$ cat src/rtl/fetcher_pkg.sv
// Shared types for the instruction-fetch stage: bus payloads, pipeline register, FSM states.
package fetcher_pkg;

    localparam int unsigned XLEN = 64;
    localparam int unsigned ILEN = 32;

    typedef logic [XLEN-1:0] addr_t;
    typedef logic [XLEN-1:0] word_t;

    typedef enum logic [2:0] {
        MSIZE1 = 3'd0,
        MSIZE2 = 3'd1,
        MSIZE4 = 3'd2,
        MSIZE8 = 3'd3
    } msize_t;

    localparam addr_t RESET_PC_DEFAULT = 64'h8000_0000;

    typedef struct packed {
        logic   valid;
        addr_t  addr;
        msize_t size;
    } ibus_req_t;

    typedef struct packed {
        logic  addr_ok;
        logic  data_ok;
        word_t data;
    } ibus_resp_t;

    typedef struct packed {
        logic            valid;
        logic [ILEN-1:0] inst;
        addr_t           inst_pc;
        logic [XLEN-1:0] inst_counter;
    } if_id_t;

    typedef enum logic [1:0] {
        IDLE  = 2'd0,
        FETCH = 2'd1,
        HOLD  = 2'd2
    } fetch_state_t;

endpackage

$ cat src/rtl/fetcher_align.sv
// Picks the 32-bit instruction out of a 64-bit bus beat using pc[2].
module fetch_align
    import fetcher_pkg::*;
(
    input  word_t           data,
    input  logic            sel_hi,
    output logic [ILEN-1:0] inst_c
);

    // Upper half holds the word at pc[2]=1
    always_comb begin
        inst_c = sel_hi ? data[XLEN-1:ILEN] : data[ILEN-1:0];
    end

endmodule

$ cat src/rtl/fetcher.sv
// Instruction-fetch stage: owns the PC, issues single-beat reads, fills if_id.
module fetcher
    import fetcher_pkg::*;
#(
    parameter addr_t RESET_PC = RESET_PC_DEFAULT
) (
    input  logic       clk,
    input  logic       reset,
    output ibus_req_t  ireq,
    input  ibus_resp_t iresp,
    input  logic       stall,
    input  logic       redirect_valid,
    input  addr_t      redirect_pc,
    output if_id_t     if_id_state
);

    fetch_state_t    state_q, state_n;
    addr_t           pc_q, pc_n;
    addr_t           pc_pending_q, pc_pending_n;
    logic            drop_q, drop_n;
    logic [ILEN-1:0] buf_inst_q, buf_inst_n;
    addr_t           buf_pc_q, buf_pc_n;
    logic [XLEN-1:0] inst_cnt_q, inst_cnt_n;
    if_id_t          if_id_q, if_id_n;
    ibus_req_t       ireq_q, ireq_n;
    logic [ILEN-1:0] inst_c;
    logic            unused_addr_ok;

    // Single-beat reads: the address-accept handshake carries no information here
    assign unused_addr_ok = iresp.addr_ok;

    fetch_align u_align (
        .data   (iresp.data),
        .sel_hi (pc_q[2]),
        .inst_c (inst_c)
    );

    // Next-state, PC and pipeline-register update
    always_comb begin
        state_n      = state_q;
        pc_n         = pc_q;
        pc_pending_n = pc_pending_q;
        drop_n       = drop_q;
        buf_inst_n   = buf_inst_q;
        buf_pc_n     = buf_pc_q;
        inst_cnt_n   = inst_cnt_q;
        if_id_n      = if_id_q;
        if_id_n.valid = stall ? if_id_q.valid : 1'b0;

        unique case (state_q)
            IDLE: begin
                state_n = FETCH;
            end
            FETCH: begin
                if (iresp.data_ok) begin
                    if (redirect_valid) begin
                        pc_n   = redirect_pc;
                        drop_n = 1'b0;
                    end else if (drop_q) begin
                        pc_n   = pc_pending_q;
                        drop_n = 1'b0;
                    end else if (stall) begin
                        buf_inst_n = inst_c;
                        buf_pc_n   = pc_q;
                        state_n    = HOLD;
                    end else begin
                        if_id_n.valid        = 1'b1;
                        if_id_n.inst         = inst_c;
                        if_id_n.inst_pc      = pc_q;
                        if_id_n.inst_counter = inst_cnt_q;
                        inst_cnt_n           = inst_cnt_q + 64'd1;
                        pc_n                 = pc_q + 64'd4;
                    end
                end else if (redirect_valid) begin
                    // Read still in flight: remember the target, discard its data later
                    drop_n       = 1'b1;
                    pc_pending_n = redirect_pc;
                end
            end
            HOLD: begin
                if (redirect_valid) begin
                    pc_n    = redirect_pc;
                    state_n = FETCH;
                end else if (!stall) begin
                    if_id_n.valid        = 1'b1;
                    if_id_n.inst         = buf_inst_q;
                    if_id_n.inst_pc      = buf_pc_q;
                    if_id_n.inst_counter = inst_cnt_q;
                    inst_cnt_n           = inst_cnt_q + 64'd1;
                    pc_n                 = pc_q + 64'd4;
                    state_n              = FETCH;
                end
            end
            default: begin
                state_n = IDLE;
            end
        endcase

        // A redirect always flushes whatever decode would see next
        if (redirect_valid) begin
            if_id_n.valid = 1'b0;
        end

        ireq_n.valid = (state_n == FETCH);
        ireq_n.addr  = pc_n;
        ireq_n.size  = MSIZE4;
    end

    // State and output registers
    always_ff @(posedge clk) begin
        if (reset) begin
            state_q      <= IDLE;
            pc_q         <= RESET_PC;
            pc_pending_q <= '0;
            drop_q       <= 1'b0;
            buf_inst_q   <= '0;
            buf_pc_q     <= '0;
            inst_cnt_q   <= '0;
            if_id_q      <= '0;
            ireq_q       <= '0;
        end else begin
            state_q      <= state_n;
            pc_q         <= pc_n;
            pc_pending_q <= pc_pending_n;
            drop_q       <= drop_n;
            buf_inst_q   <= buf_inst_n;
            buf_pc_q     <= buf_pc_n;
            inst_cnt_q   <= inst_cnt_n;
            if_id_q      <= if_id_n;
            ireq_q       <= ireq_n;
        end
    end

    assign ireq        = ireq_q;
    assign if_id_state = if_id_q;

endmodule

$ cat config.mk
export PLATFORM = sky130hd
export DESIGN_NAME = fetcher
export DESIGN_NICKNAME = d
export VERILOG_FILES = /design/src/rtl/fetcher_pkg.sv /design/src/rtl/fetcher_align.sv /design/src/rtl/fetcher.sv
export SDC_FILE = /design/constraint.sdc
export NUM_CORES = 1
export LEC_CHECK = 0
export ABC_CLOCK_PERIOD_IN_PS = 3050
export CELL_PAD_IN_SITES_DETAIL_PLACEMENT = 0
export CELL_PAD_IN_SITES_GLOBAL_PLACEMENT = 2
export CORE_ASPECT_RATIO = 0.9
export CORE_MARGIN = 3
export CORE_UTILIZATION = 31
export DETAILED_ROUTE_END_ITERATION = 7
export PLACE_DENSITY = 0.87
export RECOVER_POWER = 50
export SLEW_MARGIN = 20
export SYNTH_ARGS = -nofsm -noshare
export SYNTH_HDL_FRONTEND = slang
export SYNTH_SLANG_ARGS = --single-unit
export TNS_END_PERCENT = 20
$ cat constraint.sdc
create_clock -name clk -period 3.05 [get_ports clk]
set_input_delay 0.305 -clock clk [delete_from_list [all_inputs] [get_ports clk]]
set_output_delay 0.305 -clock clk [all_outputs]
set_load 0.01 [all_outputs]
* Word level (Yosys, flattened, before mapping)
Cells that the tools add are included.
Storage, ports and cells: register bits 520, input bits 134, output and inout port bits 229, word-level logic and storage cells 68
Cells by class: add/sub/neg operators 2, equality and inequality tests 9, muxes and demuxes 31, bitwise operators 3, reductions and logical operators 9
Operator list (count):
- 2-to-1 mux 161 bit | 6
- 2-to-1 mux 64 bit | 10
- one-hot mux 161 bit (2 select lines) | 1
- one-hot mux 64 bit (2 select lines) | 2
- adder 64 x 1 -> 64 bit, second input constant | 1
- adder 64 x 3 -> 64 bit, second input constant | 1
- 2-to-1 mux 32 bit | 1
- 2-to-1 mux 2 bit | 7
- != test 2 bit, second input constant | 6
- AND reduction 5 bit | 2
- AND reduction 7 bit | 1
- one-hot mux 2 bit (3 select lines) | 1
- equality test 2 x 1 -> 1 bit, second input constant | 2
- nonzero test 2 bit | 2
- 2-to-1 mux 1 bit | 3
- NOT 1 bit | 3
- AND reduction 3 bit | 1
- equality test 2 bit, second input constant | 1
- zero test 2 bit | 1
- AND reduction 2 bit | 1
- OR reduction 2 bit | 1

* Depth between registers and ports, before layout
Gate-level depths: netlist (run 1).
depth in word-level cells 6, depth in mapped cells 11, mapped depth without buffers 8

* Hierarchy
Synthesis (run 1) repeated with hierarchy kept, for this count alone.
Unflattened totals: cell total of the unflattened synthesis 2881, area, all modules 22168.8 um2
Modules (own cells, without submodules):
- fetcher | instances 1, cells an instance 2845, area each 21624.5 um2, sequential area each 9108.7 um2
- fetch_align | instances 1, cells an instance 36, area each 544.3 um2, sequential area each 0.0 um2

* Worst setup path before layout (run 1)
OpenSTA, ideal clock, no wires.
path type register -> register, start reg state_q[0], end reg inst_cnt_q[58], library setup time 0.070 ns, arrival 2.696 ns, required time 2.980 ns, setup slack 0.284 ns, stages on the path, launching flop included 11, buffers on the path 2, period minus slack after synthesis 2.766 ns, cells stage by stage dfxtp_1 > inv_1 > ha_1 > buf_2 > o21a_1 > a2111oi_4 > nand3_2 > or4_4 > buf_6 > or3_1 > a21oi_1
On the way: cells in the longest elaborated chain, start to end 3, elaborated cells on any way between the ends 9, those cells by class 6 x eq/ne; 1 x mux; 2 x reduce/logical
RTL lines:
- from (decl) | line fetcher.sv:17 | fetch_state_t state_q, state_n;
- from (signal assigned) | line fetcher.sv:122 | state_q <= state_n;
- equality test 2 x 1 -> 1 bit or equality test 2 bit (tied branches) | line fetcher.sv:50 | unique case (state_q)
- != test 2 bit (no source line) or nonzero test 2 bit (tied branches)
- AND reduction 5 bit (no source line)
- to (signal assigned) | line fetcher.sv:128 | inst_cnt_q <= inst_cnt_n;
- to (decl) | line fetcher.sv:23 | logic [XLEN-1:0] inst_cnt_q, inst_cnt_n;
Several ways; a longest one is shown, not always the timed one. A chain may end at the register's enable or synchronous reset.

==> impl_metrics.yaml, run 1 <==
outcome:
  status: "completed"
global_route:
  grt_overflow_total: 0
  grt_antenna_before_repair: 9
  grt_met1_usage_pct: 27.7
  grt.met2_usage_pct: 35.4
  vias_in_the_first_global_route: 21373
  grt_pass1_wl_um: 127000
  groute.usage.overall_pct: 21.6
  pin_count_of_the_biggest_net_entering_global_routing: 193
  globalRouteMet3Util_pct: 5.38
  most_congested_layer_reported_by_global_routing: "met2"
final_layout:
  fraction_of_final_layout_cells_sized_beyond_drive_strength_1_pct: 7.73
  final_common_cell: "dfxtp_1"
  commonest_cells_after_routing_fill_and_taps_aside: "453 x dfxtp_1, 423 x nand2_1, 362 x nor2_1"
  util_after_layout_pct: 40.4
  design_area_mm2: 0.0283
  final_net_count: 3228
  syn_to_final_growth_pct: 28.8
clocking:
  clock_tree.root_cell: "clkbuf_16"
  clkSlewWorstSetupHoldPaths_ns: 0.06
  tritoncts: "built"
  cts-buffers-inserted: 53
  numClockSinks: 455
  cts_hold_buf: 0
  clk_path_buf_depth: 3
  worst_skew_pair.late_latency_ns: 0.61
  clock_tree.htree_level_count: 2
drt:
  number_of_vias_after_detailed_routing: 22311
  drt_iter0_markers: 2164
  via_per_inst: 5.48
  antenna_violating_nets_post_route: 0
  detailedRoute.firstPassIterationCount: 6
  routed_wirelength_um: 83300
  routed_wire_length_per_instance_um: 20.4
  drt_drc_violations_left: 0
sta:
  worst_slew_margin_rel_pct: 8.48
  max_frequency_mhz: 346
  drv_slew: 0
  layout_worst_path_cycle_share_pct: 94.8
  final_skew_ns: 0.0272
  setup_viol_count_final: 0
  final_hold_viol_count: 0
  transition_time_at_the_pin_with_the_least_slew_margin_ns: 1.37
  period_minus_slack_ns: 2.89
critical_path:
  regToRegSetupSlack_ns: 0.16
  critPathCaptureType: "flop"
  worst-endpoint-required_ns: 3.57
  crit_path_start_kind: "flop"
  critical_path_peak_fanout: 9
  worstSetupPathType: "flop to flop"
  worst-endpoint-arrival_ns: 3.41
logic_synthesis:
  synth_unique_cells: 81
  yosys.area_share.xor_xnor_pct: 2.31
  synth_top_family_by_area: "compound AO/OA/AOI/OAI gates"
  total_of_warnings_raised_by_yosys: 0
  synth_area_leaders: "dfxtp_1 41%, nand2_1 7.2%, a21oi_1 6.9%, nor2_1 6.2%, a22oi_1 5.7%"
  synthAdderAreaFrac_pct: 0.398
  async_reset_ff_share_pct: 0
  post_synth_and_or_nand_nor_area_fraction_pct: 22.3
  synth_seq_cells: 455
  synth-edff-count: 0
  yosysSeqAreaShare_pct: 41.4
  synth_top_area_share_pct: 41.4
  yosys_most_used_dff: "dfxtp_1"
  post_synth_inst_count: 2864
  syn_area_mm2: 0.0220
  post-synth-top-area-cell: "dfxtp_1"
  compound_cell_area_share_of_the_yosys_netlist_pct: 24.1
  syn-mean-instance-area_um2: 7.68
  muxShareOfSynthArea_pct: 2.22
power:
  ir_drop_mv: 0.383
  design_power_total_mw: 14.7
  p_per_area_mw_per_mm2: 518
  power.leakage_nw: 9.88
floorplanning:
  initial_utilization_pct: 31.4
  top_level_ports: 363
  placementRows: 92
  die_x_um: 287
  design.core.area_mm2: 0.0701
  floorplan.die_area_mm2: 0.0742
  fp.dieH_um: 259
hold_path:
  hold_path_class: "primary input to flop"
placed_design:
  gp_congestion: 0.870
  placement.cell_area_mm2: 0.0265
  port_buffers: 359
  place.detailed.hpwl_um: 55400
flow_run:
  number_of_violations_of_the_max_capacitance_limit: 0
## worst paths after layout
| check | start | cells past startpoint | endpoint |
|---|---|---|---|
| setup / recovery | flop | 8 | flop |
| hold / removal | redirect_pc[11] | 3 | pc_pending_q[11]$_SDFFE_PP0P_ |
| setup reg to reg | flop | 8 | flop |
| hold reg to reg | pc_pending_q[30]$_SDFFE_PP0P_ | 2 | pc_pending_q[30]$_SDFFE_PP0P_ |
## repair_timing
item / 4_1_cts / 5_1_grt
hold endpoints to repair: 0 / 0
gates resized for setup: 0 / 3
buffers inserted: 0 / 1
endpoints found under the setup margin: 0 / 13
## cells in the mapped netlist, types with 17 or more instances
master,number
nand3b_1,19
nand4_1,40
a21oi_1,302
xnor2_1,44
a221oi_1,17
clkbuf_1,226
nor2_1,366
nor4_1,27
nand3_1,53
buf_4,65
nand2_1,424
mux2i_1,42
and3_1,23
or3_1,30
a22oi_1,167
inv_1,39
o211ai_1,44
o21ai_0,156
dfxtp_1,455
nor3_1,41
a211oi_1,50
## metal layers
layer	vias up	routed length [µm]
met2	892	38500
met1	10694	35300
met4	8	2450
li1	10543	-
met3	174	6940
met5	-	48
## power breakdown
group	total, mW	leakage (nW)	switching [mW]	internal [mW]
registers	6.21	3.68	0.148	6.06
logic	1.70	5.28	1.08	0.628
clock network	6.77	0.921	2.74	4.02
total	14.7	9.88	3.97	10.7
## logic make-up after synthesis
family	Yosys count
buf+inv	357
simple gates	1097
mux	48
other cells	1
flops	455
fa+ha+maj	7
xor+xnor	58
compound gates	841
## metrics by stage
step	instances	TNS, ns	setup WS [ns]	hold WS [ns]
6_report	4075	0	0.158	0.282
5_1_grt	4073	-0.00898	-0.00898	0.272
4_1_cts	4071	0	0.0309	0.0418
3_5_place_dp	3971	0	0.0614	0.442
3_3_place_gp	3971	0	0.117	0.437
2_1_floorplan	2865	0	0.284	0.431
## cell type report
cell class | count | area, µm²
Antenna cell | 3 | 7.51
Clock buffer | 73 | 1520
Clock inverter | 27 | 348
Fill cell | 7019 | 41800
Inverter | 40 | 150
Multi-Input combinational cell | 2053 | 11300
Sequential cell | 455 | 9110
Tap cell | 940 | 1180
Timing Repair Buffer | 484 | 4680
## critical path, stage by stage, from the launching register on
cell and delay [ns]:
dfxtp_1 0.34, clkbuf_1 0.44, and4b_1 0.35, nand3_1 0.35, nor3_1 0.40, clkbuf_1 0.40
a31oi_1 0.18, o211ai_1 0.21, o2bb2ai_1 0.14
No activity file was read; power rests on OpenSTA's default activity.
==> run 2: changes to the inputs <==
--- a/config.mk
+++ b/config.mk
@@ -18,4 +18,3 @@
 export SYNTH_ARGS = -nofsm -noshare
 export SYNTH_HDL_FRONTEND = slang
 export SYNTH_SLANG_ARGS = --single-unit
-export TNS_END_PERCENT = 20
==> results of run 2 <==
The final DEF is identical to that of run 1; final timing and power are the same.
==> run 3: changes to the inputs <==
--- a/config.mk
+++ b/config.mk
@@ -10,8 +10,9 @@
 export CELL_PAD_IN_SITES_GLOBAL_PLACEMENT = 2
 export CORE_ASPECT_RATIO = 0.9
 export CORE_MARGIN = 3
-export CORE_UTILIZATION = 31
+export CORE_UTILIZATION = 37
 export DETAILED_ROUTE_END_ITERATION = 7
+export DONT_BUFFER_PORTS = 1
 export PLACE_DENSITY = 0.87
 export RECOVER_POWER = 50
 export SLEW_MARGIN = 20
==> run 3 against run 2 <==
  * The flow now finishes with violations (negative hold slack)
  * Cell count down 11%
  * Via count down 4.9%
  * Worst hold slack worse by 0.47 ns
  * Clock power down 3%
  * Register-to-register slack worse by 0.03 ns
  * Sequential power about the same
  * Worst setup slack worse by 0.034 ns
  * Clock-buffer cell count down 8
  * Critical path depth up 3
  * Power down 3.8%
  * Cell area down 11%
  * Die area down 16%
  * Highest routed layer unchanged
==> impl_metrics.yaml, run 3 (synthesis results as in run 1) <==
outcome:
  status: "finished, violations left"
  failing_checks: "negative hold slack"
sta:
  final_skew_ns: 0.0259
  max_frequency_mhz: 342
  setup_viol_count_final: 0
  layout_worst_path_cycle_share_pct: 95.9
  worst_slew_margin_rel_pct: 6.75
  final_hold_viol_count: 165
  worst_hold_slack_ns: -0.191
  transition_time_at_the_pin_with_the_least_slew_margin_ns: 1.40
  post-route-worst-setup-slack_ns: 0.124
  final.setup.tns_ns: 0
  period_minus_slack_ns: 2.93
  drv_slew: 0
drt:
  detailedRoute.firstPassIterationCount: 5
  via_per_inst: 5.83
  drt_drc_violations_left: 0
  antenna_violating_nets_post_route: 0
  drt_iter0_markers: 1848
  routed_wirelength_um: 80300
  number_of_vias_after_detailed_routing: 21207
  routed_wire_length_per_instance_um: 22.1
final_layout:
  final_net_count: 2956
  design_area_mm2: 0.0253
  final_common_cell: "dfxtp_1"
  syn_to_final_growth_pct: 14.8
  commonest_cells_after_routing_fill_and_taps_aside: "449 x dfxtp_1, 422 x nand2_1, 362 x nor2_1"
  fraction_of_final_layout_cells_sized_beyond_drive_strength_1_pct: 7.95
  n_fill_cell: 5920
critical_path:
  cpMaxStageDelayCell: "dlygate4sd3_1"
  critical_path.top_delay_family: "buffers and inverters"
  critical_path_buffer_and_inverter_count: 4
  worstSetupPathType: "flop to flop"
  regToRegSetupSlack_ns: 0.12
  critical_path.cell_chain: "inv_1 > ha_1 > o21a_1 > a2111oi_4 > buf_4 > nand3_2 > buf_6 > nor4_2 > xnor2_1 > nor2_1 > dlygate4sd3_1"
  slowest_delay_ns: 0.59
  worst-endpoint-required_ns: 3.53
  critical_path_peak_fanout: 16
  rr_startpoint: "state_q[0]$_SDFF_PP0_"
  path_depth: 11
  worst_r2r_path_depth: 11
  regToRegEndpoint: "inst_cnt_q[22]$_SDFFE_PP0P_"
  critical_path.endpoint: "inst_cnt_q[22]$_SDFFE_PP0P_"
  critPathCaptureType: "flop"
  worst-endpoint-arrival_ns: 3.41
  critical_path.startpoint: "state_q[0]$_SDFF_PP0_"
  crit_path_start_kind: "flop"
hold_path:
  hold_path_class: "primary input to flop"
flow_run:
  number_of_violations_of_the_max_capacitance_limit: 0
clocking:
  worst_skew_pair.late_latency_ns: 0.60
  clkSlewWorstSetupHoldPaths_ns: 0.06
  clock_tree.root_cell: "clkbuf_16"
  clk_path_buf_depth: 3
  cts-buffers-inserted: 51
  tritoncts: "built"
  clock_tree.htree_level_count: 2
  numClockSinks: 455
global_route:
  groute.usage.overall_pct: 24.5
  vias_in_the_first_global_route: 20206
  grt_pass1_wl_um: 122000
  grt_antenna_before_repair: 5
  grt_overflow_total: 0
  pin_count_of_the_biggest_net_entering_global_routing: 440
power:
  p_per_area_mw_per_mm2: 559
  power.leakage_nw: 8.19
  ir_drop_mv: 0.402
floorplanning:
  placementRows: 84
  initial_utilization_pct: 37.5
  die_x_um: 263
  design.core.area_mm2: 0.0586
  top_level_ports: 363
  fp.dieH_um: 237
  floorplan.die_area_mm2: 0.0624
placed_design:
  preCtsSetupSlack_ns: -0.0914
  port_buffers: 0
  placement.cell_area_mm2: 0.0226
  place.detailed.hpwl_um: 50500
  gp_congestion: 0.860
==> run 3: cell types whose count changed in the layout (fill, tap and decap cells not counted), moves of 3 or more <==
| cell | change |
|---|---|
| buf_12 | -11 |
| buf_4 | -18 |
| buf_6 | +4 |
| clkbuf_1 | +23 |
| clkbuf_2 | -3 |
| clkbuf_4 | -3 |
| clkdlybuf4s50_1 | -133 |
| dfxtp_1 | -4 |
| dfxtp_2 | +4 |
| dlygate4sd3_1 | -130 |
| nor3_1 | -3 |
| nor3_2 | +3 |
| nor4_1 | -7 |
| nor4_4 | +5 |
==> run 3: where the power goes <==
part | switching [mW] | internal [mW] | total (mW)
Sequential | 0.114 | 6.06 | 6.18
Combinational | 0.917 | 0.448 | 1.37
Clock | 2.67 | 3.91 | 6.58
Total | 3.70 | 10.4 | 14.1
==> run 3: area by class of cell <==
cell class                      count  area, µm²  area share [%]
Tap cell                          774        968            3.83
Sequential cell                   455       9120            36.1
Clock inverter                     29        347            1.37
Inverter                           40        150           0.594
Multi-Input combinational cell   2053      11500            45.4
Antenna cell                        5       12.5          0.0495
Timing Repair Buffer              214       1760            6.97
Clock buffer                       65       1430            5.66
==> run 3: timing repair <==
item / CTS / global route
gates resized for setup: 1 / 30
endpoints found under the setup margin: 6 / 164
hold endpoints to repair: 443 / 393
hold buffers: 90 / 3
setup buffers: 0 / 2
pin swaps: 1 / 2
==> run 3: worst min-delay path by stage <==
stage               slack [ns]                       endpoint  cells after the start                     startpoint
CTS                      -0.23   if_id_state[88]$_SDFFE_PP0P_                      1                          reset
floorplan                 0.43  pc_pending_q[18]$_SDFFE_PP0P_                      2  pc_pending_q[18]$_SDFFE_PP0P_
finish                   -0.19   if_id_state[89]$_SDFFE_PP0P_                      1                          reset
detailed placement        0.42    if_id_state[160]$_SDFF_PP0_                      1                 redirect_valid
global route             -0.24   if_id_state[88]$_SDFFE_PP0P_                      1                          reset
global placement          0.41    if_id_state[160]$_SDFF_PP0_                      1                 redirect_valid
==> run 3: routing by layer <==
metal | GRT usage, % | wire length (µm) | up-vias
met1 | 31.2 | 33500 | 10239
met2 | 40.2 | 37200 | 838
met4 | 8.30 | 2390 | 2
met3 | 6.70 | 7230 | 148
met5 | 0 | 13 | -
li1 | - | - | 9980
==> run 3: stage by stage <==
stage | util (%) | power (mW) | hold slack, ns | instances
floorplan | - | 7.28 | 0.431 | 2865
global placement | 38.5 | 7.54 | 0.412 | 3441
detailed placement | 38.5 | 7.57 | 0.416 | 3441
CTS | 43.0 | 14.3 | -0.230 | 3625
global route | 43.1 | 14.6 | -0.239 | 3632
finish | 43.1 | 14.1 | -0.191 | 3635
